`src/rtl/commit_trace_fifo.sv`:
```
// Captures one commit record per retired instruction into a DEPTH-entry FIFO, drained by a ready/valid trace port.
// Latency: a record captured at edge N is visible on tr_* with tr_valid=1 after edge N (no same-cycle bypass).
// Backpressure: tr_ready=0 holds the head stable; a commit arriving while full without a pop is dropped and counted.
module commit_trace_fifo #(
  parameter int DEPTH = 16,
  parameter int CNT_W = 32
) (
  input  logic                       clk,
  input  logic                       reset,
  input  logic                       commit_valid,
  input  logic [63:0]                pc_in,
  input  logic [31:0]                instr_in,
  input  logic [63:0]                valE,
  input  logic [63:0]                read_data,
  input  logic [63:0]                write_data,
  input  logic                       MemtoReg,
  input  logic                       RegWrite,
  input  logic                       MemWrite,
  input  logic                       Branch,
  input  logic                       BranchZero,
  input  logic [63:0]                pcb,
  output logic                       tr_valid,
  input  logic                       tr_ready,
  output logic [63:0]                tr_pc,
  output logic [31:0]                tr_instr,
  output logic [63:0]                tr_result,
  output logic [63:0]                tr_store_data,
  output logic [63:0]                tr_next_pc,
  output logic [3:0]                 tr_flags,
  output logic [$clog2(DEPTH):0]     fifo_count,
  output logic                       overflow,
  output logic [CNT_W-1:0]           drop_cnt,
  output logic [CNT_W-1:0]           retired_cnt
);

  localparam int PW = $clog2(DEPTH);
  localparam int CW = PW + 1;

  typedef struct packed {
    logic [63:0] pc;
    logic [31:0] instr;
    logic [63:0] result;
    logic [63:0] store_data;
    logic [63:0] next_pc;
    logic [3:0]  flags;
  } rec_t;

  rec_t          mem [DEPTH];
  rec_t          cap;
  rec_t          head;
  logic [PW-1:0] wr_ptr;
  logic [PW-1:0] rd_ptr;
  logic [CW-1:0] count;
  logic          taken;
  logic          full;
  logic          empty;
  logic          push;
  logic          pop;
  logic          drop;

  // Build the record from the retiring instruction's datapath signals.
  always_comb begin
    taken          = Branch & BranchZero;
    cap.pc         = pc_in;
    cap.instr      = instr_in;
    cap.result     = MemtoReg ? read_data : valE;
    cap.store_data = write_data;
    cap.next_pc    = taken ? pcb : pc_in + 64'd4;
    cap.flags      = {taken, MemWrite, RegWrite, MemtoReg};
  end

  // Full/empty come from the registered count, so a push is never visible in its own cycle.
  always_comb begin
    full  = (count == CW'(DEPTH));
    empty = (count == '0);
    pop   = !empty & tr_ready;
    push  = commit_valid & (!full | pop);
    drop  = commit_valid & full & !pop;
  end

  // Storage is never cleared; a commit during reset is not written.
  always_ff @(posedge clk) begin
    if (push && !reset) begin
      mem[wr_ptr] <= cap;
    end
  end

  // Pointers and occupancy; pointers wrap naturally at DEPTH.
  always_ff @(posedge clk) begin
    if (reset) begin
      wr_ptr <= '0;
      rd_ptr <= '0;
      count  <= '0;
    end else begin
      if (push) wr_ptr <= wr_ptr + PW'(1);
      if (pop)  rd_ptr <= rd_ptr + PW'(1);
      case ({push, pop})
        2'b10:   count <= count + CW'(1);
        2'b01:   count <= count - CW'(1);
        default: count <= count;
      endcase
    end
  end

  // Status: sticky overflow plus saturating retired/dropped counters.
  always_ff @(posedge clk) begin
    if (reset) begin
      overflow    <= 1'b0;
      drop_cnt    <= '0;
      retired_cnt <= '0;
    end else begin
      if (drop) overflow <= 1'b1;
      if (drop && drop_cnt != '1) drop_cnt <= drop_cnt + CNT_W'(1);
      if (commit_valid && retired_cnt != '1) retired_cnt <= retired_cnt + CNT_W'(1);
    end
  end

  // Head entry drives the trace port; it only moves on a pop, so it holds under backpressure.
  always_comb begin
    head          = mem[rd_ptr];
    tr_valid      = !empty;
    tr_pc         = head.pc;
    tr_instr      = head.instr;
    tr_result     = head.result;
    tr_store_data = head.store_data;
    tr_next_pc    = head.next_pc;
    tr_flags      = head.flags;
    fifo_count    = count;
  end

endmodule

```
`config.mk`:
```
export PLATFORM = sky130hd
export DESIGN_NAME = commit_trace_fifo
export DESIGN_NICKNAME = d
export VERILOG_FILES = /design/src/rtl/commit_trace_fifo.sv
export SDC_FILE = /design/constraint.sdc
export NUM_CORES = 2
export LEC_CHECK = 0
export BUFFER_PORTS_ARGS = -buffer_cell sky130_fd_sc_hd__buf_2
export CAP_MARGIN = 15
export CORE_MARGIN = 2
export CORE_UTILIZATION = 35
export DETAILED_ROUTE_END_ITERATION = 16
export PLACE_DENSITY_LB_ADDON = 0.05
export SLEW_MARGIN = 15
export SYNTH_ARGS = -nofsm -noshare
export SYNTH_HDL_FRONTEND = slang
export SYNTH_MEMORY_MAX_BITS = 65536
export SYNTH_SLANG_ARGS = --single-unit
export TNS_END_PERCENT = 5
```
`constraint.sdc`:
```
create_clock -name clk -period 34.3 [get_ports clk]
set_input_delay 1.715 -clock clk [delete_from_list [all_inputs] [get_ports clk]]
set_output_delay 1.715 -clock clk [all_outputs]
set_load 0.01 [all_outputs]
```
==> impl_metrics.toml <==
[worst_hold_path]
hp-start = "overflow"
whs_path_depth = 2
min_to = "overflow"
hp-class = "reg -> reg"

[timing]
slew_headroom_pct = 24.95
hold_viol = 0
maxSlewViolCount = 0
post-route-period-util_pct = 29.22
setup_tns_ns = 0
rsz0062_at_grt = "false"
max_freq_mhz = 99.76
worst_pin_slew_ns = 1.120
period_minus_slack_ns = 10.02
skew_ns = 0.05484
setup_viol = 0
whs_ns = 0.4658

[job]
max_cap_violations = 0

[worst_setup_path]
rr_startpoint = "fifo_count[1]"
r2r_cells = 9
start_kind = "flip-flop"
required_ns = 32.58
cp-end-kind = "output pin"
slowest_delay_ns = 0.91
cpMostUsedCell = "buf_4"
slowest_stage = "buf_4"
crit_family = "buffers and inverters"
r2r_end = "mem[4][169]"
crit_buf_inv = 7
cp.arrival_ns = 8.31
worst-path-stages = 11
crit_type = "reg -> out"
worst-path-max-fanout = 50
crit_chain = "buf_4, buf_4, buf_4, buf_4, buf_4, buf_4, mux4_2, nor2b_1, a211oi_1, a21oi_1, buf_2"
reg2reg_slack_ns = 28.26

[floorplanning]
core_sq_um = 516600
row_count = 264
fp.dieW_microns = 724.2
die_h_microns = 724.2
initial_utilization_pct = 35.14
num_io_pins = 724
die_area_sq_um = 524400

[global_routing]
grt_pass1_vias = 90210
grt_max_degree = 104
grt_pass1_wl_mm = 719.8
grt_usage_pct = 19.41
grt-ovfl-total = 0
grt_antenna_before_repair = 108

[drt]
drc_errors = 0
wl_per_cell_microns = 32.27
drt-initial-drc-count = 7484
antenna_left = 0
vias = 85490
viasPerCell = 5.344
dr.pass1.iters = 5
wirelength_mm = 516.2

[pwr]
power_density_nw_per_um2 = 66.72
power_leakage_nw = 64.50
vdd_drop_max_uv = 54.08

[cells_and_area]
seq_area_sq_um = 142000
layout_commonest_cell = "edfxtp_1"
area_growth_syn_to_layout_pct = 16.65
layout_common_cells = "edfxtp_1, mux4_2, buf_2, clkbuf_16, buf_4"
final_cell_area_sq_um = 211800
drive_gt1_share_pct = 35.76
final_util_pct = 40.99
fill_cells = 45330
multi_input_area_sq_um = 38280
nets = 8995

[run_status]
status = "finished, final reports clean"

[yosys]
synth_edf_count = 4672
synth_ff_type = "edfxtp_1"
ys_seq_elements = 4754
avgSynthCellArea_sq_um = 24.20
synth_cell_types = 59
async_reset_ff_share_pct = 0
yosysSeqAreaShare_pct = 78.19
netlist_instances = 7500
synth_area_sq_um = 181500
yosys_warnings = 0
syn_nets = 7871

[place]
place_area_sq_um = 194700
routabilityCongestion = 0.7584
dpl.hpwl_mm = 273.1
port_buffers = 723

[clock_tree]
cts_num_sinks = 4754
cts-buffers-inserted = 546
cts_root_buffer = "clkbuf_16"
postCtsSetupBuffers = 0
htreeDepth = 6
cts_buffer_depth = 4
cts_tree = "built"
ctsResizeCount = 0
path_clk_slew_ns = 0.06
ctsHoldBuffers = 0
clk_latency_ns = 1.05
## routing by layer
metal  part of all wire, %  GRT usage, %
met2                    49         32.23
met3                   5.1         3.472
met1                    44         26.96
met5                 0.034             0
met4                   2.0         3.986
## cell families after synthesis
group,synth area share (%)
flip-flops,78.19
buffers and inverters,0.8781
adder cells (fa/ha/maj),0.06893
multiplexers,18.31
AND/OR/NAND/NOR,1.336
XOR/XNOR,0.3281
AO/OA/AOI/OAI,0.8898
## worst max-delay path by stage
stage | startpoint | endpoint
2_1_floorplan | commit_valid | mem[7][0]
3_3_place_gp | flip-flop | tr_instr[31]
3_5_place_dp | flip-flop | tr_instr[31]
4_1_cts | flip-flop | tr_instr[31]
5_1_grt | flip-flop | tr_instr[31]
6_report | flip-flop | tr_instr[31]
## stage by stage
step,total power [mW],worst slack (ns),instances
2_1_floorplan,8.041,18.61,7500
3_3_place_gp,8.780,24.96,14990
3_5_place_dp,8.793,24.95,14990
4_1_cts,14.37,23.76,15970
5_1_grt,14.68,23.34,15980
6_report,14.13,24.28,16000
## where the power goes
group	switching, mW	internal, mW	total [mW]	leakage [nW]
sequential	0.0332	6.48	6.51	42.8
clock	2.37	3.17	5.53	8.24
combinational	1.11	0.969	2.08	13.5
total	3.51	10.6	14.1	64.5
## cells in the mapped netlist, types with 18 or more instances
cell      instances  share of area [%]
edfxtp_1       4672                 77
mux4_2         1424                 18
clkbuf_1        309               0.64
nor2_1          103               0.21
nand2_1          91               0.19
dfxtp_1          82               0.90
a21oi_1          78               0.22
o21ai_0          76               0.21
mux2_2           68               0.42
buf_1            61               0.13
nand3_1          50               0.14
nand4_1          48               0.17
xor2_1           46               0.22
a211oi_1         42               0.17
mux2i_1          40               0.22
nor2b_1          39               0.13
or3_1            37               0.13
inv_1            25              0.052
xnor2_1          22               0.11
o31ai_1          21              0.087
or4_1            21              0.087
a31oi_1          20              0.069
and4_1           18              0.087
## worst min-delay path, cell delays in order (launching register included)
cell and delay [ns]:
dfxtp_1 0.32, nor2_1 0.04, nor2_1 0.07
## sequential cells by signal (all words and copies together) (netlist names), named ones only
| register | flops |
|---|---|
| rd_ptr | 4 |
| wr_ptr | 4 |
| mem | 4672 |
| overflow | 1 |
| drop_cnt | 32 |
| retired_cnt | 32 |
| fifo_count | 5 |
## final cells by class
type                    count  area share (%)
repair buffers            965           2.716
flip-flops and latches   4754           67.03
well taps                6916           4.086
clock buffers             681           6.792
multi-input cells        2331           18.08
clock inverters           298           1.214
inverters                  26         0.04727
diodes                     28         0.03309
Power figures use the tool's default switching activity.
